--- config.mk ---
export PLATFORM = sky130hd
export DESIGN_NAME = reg_writeback
export DESIGN_NICKNAME = d
export VERILOG_FILES = /design/src/rtl/wb_pkg.sv /design/src/rtl/wb_fifo.sv /design/src/rtl/reg_writeback.sv
export SDC_FILE = /design/constraint.sdc
export NUM_CORES = 1
export LEC_CHECK = 0
export CAP_MARGIN = 25
export CORE_MARGIN = 8
export CORE_UTILIZATION = 30
export DETAILED_ROUTE_END_ITERATION = 10
export PLACE_DENSITY = 0.63
export SLEW_MARGIN = 15
export SYNTH_ARGS = -nofsm -noshare
export SYNTH_HDL_FRONTEND = slang
export SYNTH_SLANG_ARGS = --single-unit
--- constraint.sdc ---
create_clock -name clk -period 3.7 [get_ports clk]
set_input_delay 1.11 -clock clk [delete_from_list [all_inputs] [get_ports clk]]
set_output_delay 1.11 -clock clk [all_outputs]
set_load 0.1 [all_outputs]
--- src/rtl/wb_pkg.sv ---
// Shared widths, constants and the long-path result entry type for the
// register write-back block.
package wb_pkg;

    localparam int unsigned DATA_W = 32;
    localparam int unsigned ADDR_W = 5;

    // Register 0 is hardwired to zero: writes to it are dropped, it never hazards.
    localparam logic [ADDR_W-1:0] ZERO_REG = 5'd0;

    typedef struct packed {
        logic [ADDR_W-1:0] addr;
        logic [DATA_W-1:0] data;
    } wb_entry_t;

endpackage

--- src/rtl/wb_fifo.sv ---
// Synchronous FIFO of write-back entries.
// Ports: clk, rst (sync, active-high), push/din, pop/dout (head, show-ahead),
//        full, empty, count (0..DEPTH).
// Push while full and pop while empty are ignored. DEPTH must be a power of 2.
module wb_fifo #(
    parameter int unsigned DEPTH = 4
) (
    input  logic                        clk,
    input  logic                        rst,
    input  logic                        push,
    input  wb_pkg::wb_entry_t           din,
    input  logic                        pop,
    output wb_pkg::wb_entry_t           dout,
    output logic                        full,
    output logic                        empty,
    output logic [$clog2(DEPTH):0]      count
);
    import wb_pkg::*;

    localparam int unsigned PTR_W = $clog2(DEPTH);
    localparam int unsigned CNT_W = PTR_W + 1;

    wb_entry_t         mem [DEPTH];
    logic [PTR_W-1:0]  wptr;
    logic [PTR_W-1:0]  rptr;
    logic              push_ok;
    logic              pop_ok;

    assign full    = (count == CNT_W'(DEPTH));
    assign empty   = (count == '0);
    assign push_ok = push && !full;
    assign pop_ok  = pop && !empty;
    assign dout    = mem[rptr];

    // Storage needs no reset; validity is tracked by count.
    always_ff @(posedge clk) begin
        if (push_ok) begin
            mem[wptr] <= din;
        end
    end

    // Pointers wrap naturally because DEPTH is a power of 2.
    always_ff @(posedge clk) begin
        if (rst) begin
            wptr  <= '0;
            rptr  <= '0;
            count <= '0;
        end else begin
            if (push_ok) begin
                wptr <= wptr + PTR_W'(1);
            end
            if (pop_ok) begin
                rptr <= rptr + PTR_W'(1);
            end
            case ({push_ok, pop_ok})
                2'b10:   count <= count + CNT_W'(1);
                2'b01:   count <= count - CNT_W'(1);
                default: count <= count;
            endcase
        end
    end

endmodule

--- src/rtl/reg_writeback.sv ---
// Register file write-back merger and pending-write scoreboard.
// Merges single-cycle ALU results (strict priority, no backpressure) and
// buffered long-path results onto one registered write port, and tracks
// registers with outstanding long-path writes for hazard detection.
// Ports:
//   clk, rst                      clock, synchronous active-high reset
//   alu_valid/alu_waddr/alu_wdata ALU result
//   mem_valid/mem_ready/mem_waddr/mem_wdata  long-path result handshake
//   pend_set/pend_addr            mark a destination busy at long-op issue
//   raddr1/raddr2 -> hzd1/hzd2    source hazard flags (combinational)
//   busy                          scoreboard vector
//   fifo_cnt                      buffered long-path entries
//   we/waddr/wdata                register file write port (registered)
// Optional build macro WB_BYPASS_EN adds rf_rdata1/2 inputs and
// fwd_rdata1/2 outputs forwarding the in-flight write to readers.
module reg_writeback #(
    parameter int unsigned DATA_W     = wb_pkg::DATA_W,
    parameter int unsigned ADDR_W     = wb_pkg::ADDR_W,
    parameter int unsigned FIFO_DEPTH = 4
) (
    input  logic                          clk,
    input  logic                          rst,
    input  logic                          alu_valid,
    input  logic [ADDR_W-1:0]             alu_waddr,
    input  logic [DATA_W-1:0]             alu_wdata,
    input  logic                          mem_valid,
    output logic                          mem_ready,
    input  logic [ADDR_W-1:0]             mem_waddr,
    input  logic [DATA_W-1:0]             mem_wdata,
    input  logic                          pend_set,
    input  logic [ADDR_W-1:0]             pend_addr,
    input  logic [ADDR_W-1:0]             raddr1,
    input  logic [ADDR_W-1:0]             raddr2,
    output logic                          hzd1,
    output logic                          hzd2,
    output logic [(1<<ADDR_W)-1:0]        busy,
    output logic [$clog2(FIFO_DEPTH):0]   fifo_cnt,
    output logic                          we,
    output logic [ADDR_W-1:0]             waddr,
    output logic [DATA_W-1:0]             wdata
`ifdef WB_BYPASS_EN
    ,
    input  logic [DATA_W-1:0]             rf_rdata1,
    input  logic [DATA_W-1:0]             rf_rdata2,
    output logic [DATA_W-1:0]             fwd_rdata1,
    output logic [DATA_W-1:0]             fwd_rdata2
`endif
);
    import wb_pkg::*;

    localparam int unsigned CNT_W = $clog2(FIFO_DEPTH) + 1;
    localparam int unsigned NREG  = 1 << ADDR_W;

    wb_entry_t         push_entry;
    wb_entry_t         head;
    logic              fifo_full;
    logic              fifo_empty;
    logic              push;
    logic              pop;
    logic              alu_win;
    logic              ready_en;
    logic [NREG-1:0]   busy_nxt;

    // Holds mem_ready low through reset and releases it one edge later.
    always_ff @(posedge clk) begin
        if (rst) begin
            ready_en <= 1'b0;
        end else begin
            ready_en <= 1'b1;
        end
    end

    // Readiness looks only at the registered count; a same-cycle pop does not help.
    assign mem_ready = ready_en && (fifo_cnt < CNT_W'(FIFO_DEPTH));

    // Writes to r0 complete the handshake but are not buffered.
    assign push       = mem_valid && mem_ready && (mem_waddr != ZERO_REG);
    assign push_entry = '{addr: mem_waddr, data: mem_wdata};

    assign alu_win = alu_valid && (alu_waddr != ZERO_REG);
    assign pop     = !alu_win && !fifo_empty;

    wb_fifo #(
        .DEPTH (FIFO_DEPTH)
    ) u_fifo (
        .clk   (clk),
        .rst   (rst),
        .push  (push),
        .din   (push_entry),
        .pop   (pop),
        .dout  (head),
        .full  (fifo_full),
        .empty (fifo_empty),
        .count (fifo_cnt)
    );

    // Write port: ALU first, then FIFO head; address/data hold when idle.
    always_ff @(posedge clk) begin
        if (rst) begin
            we    <= 1'b0;
            waddr <= '0;
            wdata <= '0;
        end else if (alu_win) begin
            we    <= 1'b1;
            waddr <= alu_waddr;
            wdata <= alu_wdata;
        end else if (pop) begin
            we    <= 1'b1;
            waddr <= head.addr;
            wdata <= head.data;
        end else begin
            we    <= 1'b0;
        end
    end

    // Scoreboard update: pop clears, issue sets (set applied last so it wins).
    always_comb begin
        busy_nxt = busy;
        if (pop) begin
            busy_nxt[head.addr] = 1'b0;
        end
        if (pend_set && (pend_addr != ZERO_REG)) begin
            busy_nxt[pend_addr] = 1'b1;
        end
        busy_nxt[0] = 1'b0;
    end

    always_ff @(posedge clk) begin
        if (rst) begin
            busy <= '0;
        end else begin
            busy <= busy_nxt;
        end
    end

    assign hzd1 = busy[raddr1];
    assign hzd2 = busy[raddr2];

`ifdef WB_BYPASS_EN
    // Forward the write that the register file has not yet committed.
    assign fwd_rdata1 = (we && (waddr == raddr1) && (raddr1 != ZERO_REG)) ? wdata : rf_rdata1;
    assign fwd_rdata2 = (we && (waddr == raddr2) && (raddr2 != ZERO_REG)) ? wdata : rf_rdata2;
`endif

    // fifo_full is implied by fifo_cnt; kept for visibility at this level.
    logic unused_full;
    assign unused_full = fifo_full;

endmodule

==> results.cfg, run 1 <==
[timing]
worst_pin_slew_ns = 0.707
rsz0062_at_grt = false
max_freq_ghz = 0.275
holdWs_ns = 0.474
slew_headroom = 0.528
setup_violations = 0
hold_viol = 0
clock_skew_ns = 0.0180
maxSlewViolCount = 0
setup_slack_ns = 0.0594
period_share = 0.984
fin_crit_ns = 3.64

[synthesis]
synthAdderAreaFrac = 0.00879
muxShareOfSynthArea = 0.129
synth_area_leaders = edfxtp_1, dfxtp_1, mux4_2
yosys_warnings = 0
synth_top_area_share = 0.473
yosysTopAreaCell = edfxtp_1
ys.flop_type = edfxtp_1
synth.distinct_cells = 49
syn_area_um2 = 9400
synth_edf_count = 148
avgSynthCellArea_um2 = 13.7
synth-seq-cells = 227
yosysSeqAreaShare = 0.641
synthSimpleGateAreaFrac = 0.0899
synth_top_family_by_area = multiplexers
synth-xor-area-share = 0.00466
postSynth.asyncResetShare = 0
synth_fp_nets = 786
synthCells = 686
synth_compound_area_frac = 0.101

[worst_setup_path]
rr_worst_depth = 4
crit_slowest_cell = dlygate4sd2_1
r2r_setup_slack_ns = 1.17
slowest_delay_ns = 0.33
crit_path_start_kind = input port
path_cells = dlygate4sd2_1 > mux4_2 > and4b_1 > a41oi_1 > nand4_1 > buf_12
cp_max_fo = 5
path_class = input port to primary output
end_kind = primary output
required_ns = 2.59
critPathArrivalTime_ns = 2.53

[global_route]
track_usage = 0.136
grt.overflow.total = 0
antenna_found_initial = 1
grt_pass1_wl_um = 39600
grt_pass1_vias = 6827
grt_max_degree = 72

[placed_design]
dp_worst_setup_slack_ns = -0.435
placedCellCount = 1241
dp_hpwl_um = 17300
portBuffers = 168
place.gp.congestion = 0.821

[power]
power_density_nw_per_um2 = 579
leakage_nw = 4.28
ir_worst_vdd_v = 0.000353

[flow_run]
max-cap-violations = 0

[die]
dieHeight_um = 193
die_w_um = 193
core_um2 = 31200
row_count = 65
design.die.area_um2 = 37200
io_pins = 170
start_util = 0.301

[min_path]
hold_path_depth = 2
hp-class = flip-flop to flip-flop

[layout]
drive_above_1_share = 0.255
syn2layout_area_growth_pct = 33.0
n_antenna_cell = 0
nNetsFinal = 969
fillCellCount = 2985
fin_cells = 1288
utilization = 0.400
multi_input_area_um2 = 3170
final-seq-area_um2 = 6030

[run_status]
outcome = finished clean

[drt]
drc = 0
wl_per_cell_um = 19.9
drtIter0Drc = 430
finalWirelength_um = 25600
firstDrtPassIters = 4
ant_nets = 0
vias_per_cell = 5.00
num_vias = 6434

[clock_tree]
cts_sinks = 227
clk_latency_ns = 0.51
htreeDepth = 1
cts_made_buffers = 25
root_buffer = clkbuf_16
clk_pin_slew_ns = 0.06
cts_tree = built
clock_path_buffers = 3
## cells in the mapped netlist (all sizes together), types with 3 or more instances
master	instances
edfxtp	148
nand2	92
dfxtp	79
mux4	49
o21ai	38
a21oi	35
a31oi	35
clkbuf	33
nor2	31
o41ai	14
buf	12
inv	11
o31ai	11
mux2i	10
or2	10
nand3b	7
a311oi	6
and2	5
ha	5
or3b	5
nand4	4
nor3	4
or3	4
xor2	4
a211oi	3
and3	3
nand2b	3
nand3	3
nor3b	3
## repair_timing
item                       in CTS  in global routing
pin swaps                       3                  2
buffers inserted                4                  0
setup endpoints to repair       2                  2
gates resized for setup        18                  1
hold buffers                    0                  0
## path summary, 6_finish.rpt
| path | start | to |
|---|---|---|
| max | raddr1[2] | hzd1 |
| min | wdata[2] | wdata[2] |
| max reg2reg | flip-flop | busy[13] |
| min reg2reg | wdata[2] | wdata[2] |
## per-stage QoR
stage / setup TNS, ns / total power, mW / instance area [um^2]
floorplan: -0.261 / 4.09 / 9430
global route: 0 / 7.51 / 12500
global placement: -0.809 / 4.60 / 11600
detailed placement: -0.844 / 4.61 / 11600
CTS: 0 / 7.33 / 12500
finish: 0 / 7.23 / 12500
## critical path: cells and delay by family
family	cells	cell delay, ns
mux	1	0.33
simple gates	2	0.38
buf+inv	2	0.54
compound gates	1	0.17
## layout by cell type (no fill, tap or decap), types with 3 or more instances in the layout
| cell | count |
|---|---|
| or3_1 | 4 |
| inv_1 | 11 |
| nand2_1 | 92 |
| nand3b_1 | 7 |
| o21ai_0 | 37 |
| nor2_1 | 31 |
| mux2i_1 | 10 |
| and3_1 | 3 |
| a311oi_1 | 6 |
| xor2_1 | 4 |
| or3b_2 | 3 |
| nor3_1 | 3 |
| nor3b_1 | 3 |
| clkbuf_16 | 25 |
| buf_4 | 98 |
| clkdlybuf4s50_1 | 87 |
| dlygate4sd2_1 | 4 |
| mux4_2 | 49 |
| buf_12 | 8 |
| nand2b_1 | 3 |
| clkinv_2 | 4 |
| clkinvlp_4 | 3 |
| a31oi_1 | 35 |
| or2_2 | 10 |
| edfxtp_1 | 148 |
| o41ai_1 | 13 |
| o31ai_1 | 10 |
| nand4_1 | 4 |
| ha_1 | 5 |
| buf_6 | 3 |
| bufinv_16 | 6 |
| and2_2 | 4 |
| a21oi_1 | 35 |
| a211oi_1 | 3 |
| dfxtp_1 | 77 |
| nand3_1 | 3 |
## sequential cells by signal, indices dropped and copies added (netlist names), named ones only
name	cells
u_fifo.count	3
busy	31
ready_en	1
u_fifo.rptr	2
u_fifo.mem	148
wdata	32
we	1
u_fifo.wptr	2
waddr	5
## cells by family after synthesis
family / after synthesis
fa+ha+maj: 6
simple gates: 180
flops: 227
other cells: 1
xor+xnor: 5
mux: 60
compound gates: 151
buf+inv: 56
## power breakdown
part           total [mW]  internal, mW  switching [mW]  leakage (nW)
Combinational        1.63         0.479            1.16          1.85
Sequential           2.90          2.83          0.0772          1.99
Clock                2.70          1.69            1.00         0.434
Total                7.23          5.00            2.23          4.28
## area by class of cell
type	count	share of cell area
Multi-Input combinational cell	403	0.254
Inverter	11	0.00330
Timing Repair Buffer	201	0.148
Clock buffer	28	0.0526
Tap cell	402	0.0402
Sequential cell	227	0.482
Clock inverter	16	0.0195
## metal layers
layer / vias up / share of wire / global-route usage
li1: 3011 / - / -
met1: 3192 / 0.44 / 0.176
met2: 193 / 0.48 / 0.231
met3: 36 / 0.061 / 0.0270
met4: 2 / 0.019 / 0.0346
met5: - / 0.00051 / 0
Power figures use the tool's default switching activity.
==> run 2: changes to the inputs <==
--- a/config.mk
+++ b/config.mk
@@ -8,8 +8,9 @@
 export CAP_MARGIN = 25
 export CORE_MARGIN = 8
 export CORE_UTILIZATION = 30
+export CTS_BUF_LIST = sky130_fd_sc_hd__clkbuf_8
 export DETAILED_ROUTE_END_ITERATION = 10
-export PLACE_DENSITY = 0.63
+export GPL_TIMING_DRIVEN = 0
 export SLEW_MARGIN = 15
 export SYNTH_ARGS = -nofsm -noshare
 export SYNTH_HDL_FRONTEND = slang
==> run 2 against run 1 <==
Effect of this change: first-iteration DRC count grew 17%; register-to-register slack got worse by 0.25 ns; combinational power up 5%; largest power group unchanged.
==> results.cfg, run 2 (synthesis gave the netlist of run 1 again) <==
[layout]
top_register = u_fifo.mem
final_cell_mix = clkdlybuf4s50_1, edfxtp_1, nand2_1
final-seq-area_um2 = 6030
fillCellCount = 3010
largest_register_ffs = 148
multi_input_area_um2 = 3150
nNetsFinal = 996
reg.largest.list = u_fifo.mem: 148 flops, wdata: 32 flops, busy: 31 flops
syn2layout_area_growth_pct = 32.6
fin_area_um2 = 12500
drive_above_1_share = 0.154
n_antenna_cell = 0
final_common_cell = clkdlybuf4s50_1

[timing]
setup_violations = 0
max_freq_ghz = 0.276
worst_pin_slew_ns = 1.12
fin_crit_ns = 3.62
holdWs_ns = 0.479
clock_skew_ns = 0.0222
maxSlewViolCount = 0
hold_viol = 0
setup_tns_ns = 0
rsz0062_at_grt = false
period_share = 0.978
slew_headroom = 0.250

[worst_setup_path]
r2r_setup_slack_ns = 0.92
crit_path_start_kind = input port
path_class = input port to primary output
cp_max_fo = 10
end_kind = primary output
required_ns = 2.59
critPathArrivalTime_ns = 2.51

[die]
dieHeight_um = 193
start_util = 0.301
design.die.area_um2 = 37200
row_count = 65
die_w_um = 193
core_um2 = 31200
io_pins = 170

[clock_tree]
cts_sinks = 227
cts_tree = built
clk_latency_ns = 0.54
root_buffer = clkbuf_8
clock_path_buffers = 3
cts_hold_buf = 0
cts_made_buffers = 40
htreeDepth = 2
clk_pin_slew_ns = 0.05

[min_path]
hp-class = flip-flop to flip-flop

[power]
clockPowerShare = 0.325
leakage_nw = 4.09
p_comb_frac = 0.250
power_density_nw_per_um2 = 547
ir_worst_vdd_v = 0.000291
finalPower_mw = 6.81
p_sw_frac = 0.337
seq_power_share = 0.424
p_int_mw = 4.52
switchingPower_mw = 2.30

[flow_run]
max-cap-violations = 0

[global_route]
antenna_found_initial = 1
grt.overflow.total = 0
track_usage = 0.146
grt_pass1_wl_um = 41400
grt_pass1_vias = 6931
grt_max_degree = 26

[drt]
wl_per_cell_um = 20.7
num_vias = 6681
ant_nets = 0
drtIter0Drc = 503
vias_per_cell = 5.03
firstDrtPassIters = 5
drc = 0
finalWirelength_um = 27600

[placed_design]
placed_area_um2 = 11700
place.gp.congestion = 0.848
portBuffers = 163
dp_hpwl_um = 19600

[run_status]
outcome = finished clean
==> run 2: changes by cell type in the layout (fill, tap and decap cells not counted), sizes merged <==
cell / delta
clkinvlp: -2
clkdlybuf4s15: +1
clkdlybuf4s50: +71
dlygate4sd2: -4
buf: -90
clkbuf: +50
inv: +14
clkinv: +5
bufinv: -5
dlymetal6s2s: +1
==> run 2: power by group through the flow <==
| stage | registers [mW] | clock network (mW) | logic [mW] |
|---|---|---|---|
| after floorplan | 3.45 | 0 | 0.633 |
| after global placement | 2.94 | 0 | 1.71 |
| after detailed placement | 2.94 | 0 | 1.72 |
| after CTS | 2.89 | 2.27 | 1.73 |
| after global routing | 2.90 | 2.38 | 1.82 |
| final | 2.89 | 2.22 | 1.71 |
==> run 2: through the flow <==
stage | utilization | cells | setup WS (ns)
after floorplan | - | 686 | -0.261
after global placement | 0.370 | 1251 | -1.16
after detailed placement | 0.373 | 1255 | -1.18
after CTS | 0.399 | 1329 | 0.0129
after global routing | 0.399 | 1329 | 0.0234
final | 0.399 | 1329 | 0.0821
==> run 2: worst paths after layout <==
| check | startpoint | end | depth (start not counted) |
|---|---|---|---|
| setup / recovery | raddr2[1] | hzd2 | 6 |
| hold / removal | wdata[18] | wdata[18] | 2 |
| setup reg to reg | u_fifo.count[2] | u_fifo.count[2] | 10 |
| hold reg to reg | wdata[18] | wdata[18] | 2 |
==> run 2: layer usage <==
| layer | wire length [um] | vias to the layer above | GRT usage |
|---|---|---|---|
| met5 | 13 | - | 0 |
| met4 | 448 | 2 | 0.0382 |
| met3 | 2410 | 41 | 0.0480 |
| met2 | 12700 | 272 | 0.237 |
| met1 | 12000 | 3281 | 0.187 |
| li1 | - | 3085 | - |
==> run 2: repair_timing <==
action | 4_1_cts | 5_1_grt
resized for setup | 26 | 4
setup endpoints to repair | 2 | 1
pin swaps | 0 | 0
gates cloned | 0 | 0
buffers inserted | 1 | 0
==> run 2: area by class of cell <==
type | count | share of cell area
Tap cell | 402 | 0.0404
Multi-Input combinational cell | 403 | 0.253
Inverter | 11 | 0.00331
Timing Repair Buffer | 168 | 0.139
Sequential cell | 227 | 0.484
Clock inverter | 28 | 0.0120
Clock buffer | 45 | 0.0497
Buffer | 45 | 0.0187
==> run 2: worst max-delay path, stage by stage <==
cell     delay (ns)
buf_12         0.12
mux4_2         0.51
mux2i_2        0.20
mux2i_1        0.10
mux2_4         0.28
buf_8          0.17
==> run 3: changes to the inputs <==
--- a/config.mk
+++ b/config.mk
@@ -9,6 +9,7 @@
 export CORE_MARGIN = 8
 export CORE_UTILIZATION = 30
 export CTS_BUF_LIST = sky130_fd_sc_hd__clkbuf_8
+export CTS_CLUSTER_DIAMETER = 50
 export DETAILED_ROUTE_END_ITERATION = 10
 export GPL_TIMING_DRIVEN = 0
 export SLEW_MARGIN = 15
==> results of run 3 <==
Same layout as run 2: the final DEF is identical, and so are final timing and power.
